[config.mk]
export PLATFORM = sky130hd
export DESIGN_NAME = exception_unit
export DESIGN_NICKNAME = d
export VERILOG_FILES = /design/src/rtl/cpu_defs_pkg.sv /design/src/rtl/exception_unit.sv
export SDC_FILE = /design/constraint.sdc
export NUM_CORES = 1
export LEC_CHECK = 0
export BUFFER_PORTS_ARGS = -buffer_cell sky130_fd_sc_hd__buf_2
export CORE_MARGIN = 3
export CORE_UTILIZATION = 42
export DETAILED_ROUTE_END_ITERATION = 16
export HOLD_SLACK_MARGIN = 0.08
export PLACE_DENSITY = 0.78
export SETUP_SLACK_MARGIN = 0.05
export SKIP_CTS_REPAIR_TIMING = 1
export SLEW_MARGIN = 20
export SYNTH_ARGS = -nofsm -noshare
export SYNTH_HDL_FRONTEND = slang
export SYNTH_SLANG_ARGS = --single-unit
[constraint.sdc]
create_clock -name clk -period 1.65 [get_ports clk]
set_input_delay 0.165 -clock clk [delete_from_list [all_inputs] [get_ports clk]]
set_output_delay 0.165 -clock clk [all_outputs]
set_load 0.1 [all_outputs]
[src/rtl/cpu_defs_pkg.sv]
`default_nettype none
// ============================================================================
// Module      : cpu_defs_pkg
// Description : Shared CPU definitions for the exception unit: FSM states,
//               exception cause codes, default handler vectors and the
//               cause-to-vector lookup.
// Revision    : 1.0 - initial release
// ============================================================================
package cpu_defs_pkg;

  // Exception sequencer states
  typedef enum logic [2:0] {
    ST_IDLE = 3'd0,
    ST_SAVE = 3'd1,
    ST_REQ  = 3'd2,
    ST_WAIT = 3'd3,
    ST_LOAD = 3'd4,
    ST_DONE = 3'd5
  } state_t;

  // Cause codes as seen on exc_cause
  typedef enum logic [1:0] {
    CAUSE_NONE   = 2'd0,
    CAUSE_OPCODE = 2'd1,
    CAUSE_OVF    = 2'd2,
    CAUSE_DIV0   = 2'd3
  } cause_t;

  // Default handler vector byte addresses
  localparam logic [31:0] c_vec_opcode = 32'd253;
  localparam logic [31:0] c_vec_ovf    = 32'd254;
  localparam logic [31:0] c_vec_div0   = 32'd255;

  // Fixed priority: opcode beats overflow beats divide-by-zero
  function automatic cause_t pick_cause(input logic opcode, input logic ovf,
                                        input logic div0);
    if (opcode)    return CAUSE_OPCODE;
    else if (ovf)  return CAUSE_OVF;
    else if (div0) return CAUSE_DIV0;
    else           return CAUSE_NONE;
  endfunction

  // Handler vector for a cause; CAUSE_NONE maps to address 0
  function automatic logic [31:0] vec_for(input cause_t c,
                                          input logic [31:0] v_opcode,
                                          input logic [31:0] v_ovf,
                                          input logic [31:0] v_div0);
    case (c)
      CAUSE_OPCODE: return v_opcode;
      CAUSE_OVF:    return v_ovf;
      CAUSE_DIV0:   return v_div0;
      default:      return 32'h0;
    endcase
  endfunction

endpackage
`default_nettype wire

[src/rtl/exception_unit.sv]
`default_nettype none
// ============================================================================
// Module      : exception_unit
// Description : Exception sequencer. On an exception trigger it saves the
//               faulting PC to EPC, fetches the handler vector byte from
//               memory and loads it into the PC, stalling the core while busy.
// Revision    : 1.0 - initial release
// ============================================================================
module exception_unit
  import cpu_defs_pkg::*;
#(
  parameter logic [31:0] VEC_OPCODE  = c_vec_opcode,
  parameter logic [31:0] VEC_OVF     = c_vec_ovf,
  parameter logic [31:0] VEC_DIV0    = c_vec_div0,
  parameter int unsigned MEM_LATENCY = 1
) (
  input  logic        clk,
  input  logic        reset,
  input  logic        exc_opcode,
  input  logic        exc_overflow,
  input  logic        exc_divzero,
  input  logic [31:0] instr_pc,
  input  logic [31:0] mem_rdata,
  output logic [31:0] mem_addr,
  output logic        mem_rd_req,
  output logic        epc_load,
  output logic [31:0] epc_value,
  output logic        pc_load,
  output logic [31:0] pc_value,
  output logic [1:0]  exc_cause,
  output logic        busy,
  output logic        done
);

  // Final WAIT count: WAIT spans MEM_LATENCY cycles starting at count 0
  localparam logic [2:0] c_wait_last = 3'(MEM_LATENCY - 1);

  state_t      state_q, state_d;
  cause_t      cause_q, cause_d;
  logic [31:0] epc_q, epc_d;
  logic [31:0] pcv_q, pcv_d;
  logic [2:0]  cnt_q, cnt_d;
  cause_t      trig_cause;

  assign trig_cause = pick_cause(exc_opcode, exc_overflow, exc_divzero);

  // State, captured context and WAIT counter registers
  always_ff @(posedge clk or posedge reset) begin
    if (reset) begin
      state_q <= ST_IDLE;
      cause_q <= CAUSE_NONE;
      epc_q   <= 32'h0;
      pcv_q   <= 32'h0;
      cnt_q   <= 3'd0;
    end else begin
      state_q <= state_d;
      cause_q <= cause_d;
      epc_q   <= epc_d;
      pcv_q   <= pcv_d;
      cnt_q   <= cnt_d;
    end
  end

  // Next-state logic; triggers are only looked at in IDLE
  always_comb begin
    state_d = state_q;
    cause_d = cause_q;
    epc_d   = epc_q;
    pcv_d   = pcv_q;
    cnt_d   = 3'd0;
    case (state_q)
      ST_IDLE: begin
        if (trig_cause != CAUSE_NONE) begin
          state_d = ST_SAVE;
          cause_d = trig_cause;
          epc_d   = instr_pc;
        end
      end
      ST_SAVE: state_d = ST_REQ;
      ST_REQ:  state_d = ST_WAIT;
      ST_WAIT: begin
        if (cnt_q == c_wait_last) begin
          state_d = ST_LOAD;
          // Vector table holds byte handler addresses; masking zero-extends
          pcv_d   = mem_rdata & 32'h0000_00FF;
        end else begin
          cnt_d = cnt_q + 3'd1;
        end
      end
      ST_LOAD: state_d = ST_DONE;
      ST_DONE: state_d = ST_IDLE;
      default: state_d = ST_IDLE;
    endcase
  end

  // Moore outputs decoded from the current state; memory address is gated
  always_comb begin
    mem_rd_req = 1'b0;
    mem_addr   = 32'h0;
    epc_load   = 1'b0;
    pc_load    = 1'b0;
    done       = 1'b0;
    busy       = (state_q != ST_IDLE);
    case (state_q)
      ST_SAVE: epc_load = 1'b1;
      ST_REQ, ST_WAIT: begin
        mem_rd_req = 1'b1;
        mem_addr   = vec_for(cause_q, VEC_OPCODE, VEC_OVF, VEC_DIV0);
      end
      ST_LOAD: pc_load = 1'b1;
      ST_DONE: done    = 1'b1;
      default: ;
    endcase
  end

  assign epc_value = epc_q;
  assign pc_value  = pcv_q;
  assign exc_cause = cause_q;

endmodule
`default_nettype wire

==> impl_metrics.py <==
metrics = {
    "status": {
        "status": "complete, but fails checks",
        "violations": "negative setup slack",
    },
    "critical_path": {
        "r2r_slack_ns": 0.01,
        "crit_buf_inv": 2,
        "crit_path_max_incr_delay_ns": 0.42,
        "critical-path-top-delay-family": "flip-flops",
        "required_ns": 1.48,
        "path_cells": "buf_6, nor2b_4, o21a_4, buf_12",
        "crit_type": "reg2out",
        "start_kind": "flip-flop",
        "worstPathMaxFanout": 6,
        "endpoint_kind": "output pin",
        "rr_endpoint": "pc_value[3]",
        "arrival_ns": 1.50,
        "critPathSlowestCell": "dfrtp_1",
        "reg2reg_depth": 4,
        "r2r-start": "state_q[2]",
        "worstSetupPathDepth": 4,
        "cp-startpoint": "state_q[1]",
    },
    "synthesis": {
        "synth.distinct_cells": 31,
        "synth.area.top_cells": "dfrtp_1, mux2_4, buf_4",
        "synth_xor_area_share_pct": 0,
        "seq_area_frac_synth_pct": 48.0,
        "syn_inst": 186,
        "synth-seq-cells": 48,
        "synthDominantCellAreaShare_pct": 48.0,
        "synthArstFlopShare_pct": 100,
        "synth_compound_area_share_pct": 2.10,
        "muxShareOfSynthArea_pct": 22.9,
        "synth_top_cell_by_area": "dfrtp_1",
        "yosys_warnings": 0,
        "synth_commonest_cells": "buf_4, dfrtp_1, mux2_4, mux2_2",
        "avgSynthCellArea_sq_um": 13.4,
        "synth_edf_count": 0,
        "synth_ff_type": "dfrtp_1",
        "synth_fa_ha_area_share_pct": 1.00,
        "yosysMostFrequentCell": "buf_4",
        "synth_top_family_by_area": "multiplexers",
        "netlist_area_sq_um": 2500,
        "synthSimpleGateAreaFrac_pct": 6.06,
    },
    "sta": {
        "rsz0062_at_grt": "true",
        "clock_skew_ns": 0.00318,
        "period_needed_ns": 1.66,
        "worst_slack_ns": -0.0112,
        "timing.final.max_slew_violations": 0,
        "holdWs_ns": 0.100,
        "post-route-period-util_pct": 101,
        "setup_violations": 6,
        "max_freq_mhz": 602,
        "fin_setup_tns_ns": -0.0604,
        "hold_violations": 0,
    },
    "placed_design": {
        "port_buffers": 99,
        "place.gp.congestion": 0.739,
        "dp_hpwl_microns": 3620,
        "dp_slack_ns": 0.0961,
    },
    "cells_and_area": {
        "nFillCells": 469,
        "fin_nets": 374,
        "drive_gt1_share_pct": 59.9,
        "final_util_pct": 59.8,
        "area.growth.synth_to_final_pct": 34.9,
        "diodes": 0,
    },
    "worst_hold_path": {
        "hold_end": "epc_value[30]",
        "min_path_type": "in2reg",
        "min_from": "instr_pc[30]",
        "hold_path_depth": 2,
    },
    "routing": {
        "initialDrtViolationCount": 22,
        "num_vias": 1588,
        "viasPerCell": 4.25,
        "final_antenna_net_count": 0,
        "wl_microns": 4920,
        "dr.pass1.iters": 4,
        "wl_per_cell_microns": 13.2,
        "post-route-drc-count": 0,
    },
    "global_routing": {
        "grt_pass1_wl_microns": 7510,
        "grt_overflow_total": 0,
        "gr-usage-all-layers_pct": 13.2,
        "grt_max_degree": 31,
        "grt_antenna_before_repair": 0,
        "grt_pass1_vias": 1546,
    },
    "floorplanning": {
        "coreArea_sq_um": 5640,
        "initial_core_util_pct": 44.3,
        "die_w_microns": 83.2,
        "rows": 27,
        "io_pins": 172,
        "die_area_sq_um": 6910,
        "die_y_microns": 83.2,
    },
    "clock_network": {
        "clk_pin_slew_ns": 0.08,
        "cts_tree": "done",
        "cts_buffers": 5,
        "insertion_delay_ns": 0.29,
        "cts_root_buffer": "clkbuf_8",
        "clkSinkCount": 48,
        "cts.path.max_buffers": 2,
        "htree_levels": 2,
    },
    "job": {
        "max_cap_viol_count": 0,
    },
}
-- cell type report --
cell class	instances	area, sq um	share of cell area (%)
well taps	72	90.1	2.67
repair buffers	120	911	27.0
flip-flops and latches	48	1200	35.7
clock inverters	1	30.0	0.891
multi-input cells	123	1050	31.2
inverters	5	18.8	0.557
clock buffers	5	68.8	2.04
-- worst max path at each step --
stage                     to  slack (ns)
2_1_floorplan    mem_addr[3]       -0.31
3_3_place_gp   epc_value[22]        0.13
3_5_place_dp     pc_value[3]         0.1
4_1_cts          mem_addr[4]       -0.15
5_1_grt          mem_addr[7]       -0.08
6_report         mem_addr[4]       -0.01
-- sequential cells by signal, summed over array words and instances (netlist names) --
signal	count
cnt_q	3
epc_value	32
exc_cause	2
pc_value	8
state_q	3
-- layer usage --
metal / vias to the layer above / routed length, microns / track usage, %
met1: 755 / 1880 / 15.8
met4: 0 / 46 / 3.71
met5: - / 0 / 0
met3: 4 / 373 / 3.87
li1: 752 / - / -
met2: 77 / 2620 / 23.0
-- through the flow --
step | cells | cell area [sq um]
finish | 374 | 3370
global route | 374 | 3370
CTS | 359 | 3180
detailed placement | 353 | 3080
global placement | 353 | 3080
floorplan | 233 | 2770
-- cells in the final DEF, fill, tap and decap left out, drive strengths merged, types with 3 or more instances in the layout --
| cell type | n |
|---|---|
| nor2 | 7 |
| inv | 5 |
| conb | 48 |
| clkbuf | 6 |
| a21oi | 3 |
| and2 | 3 |
| or2 | 3 |
| buf | 117 |
| dfrtp | 48 |
| mux2 | 40 |
| nand2 | 3 |
-- cell families after synthesis --
logic type | count (synthesis)
AOI/OAI and AO/OA | 7
adders and majority gates | 2
buffers and inverters | 63
DFF | 48
muxes | 41
other | 1
and+or+nand+nor | 24
Power is not shown: default switching activity piles up to over one toggle a cycle in this logic, so the estimate is an artifact.
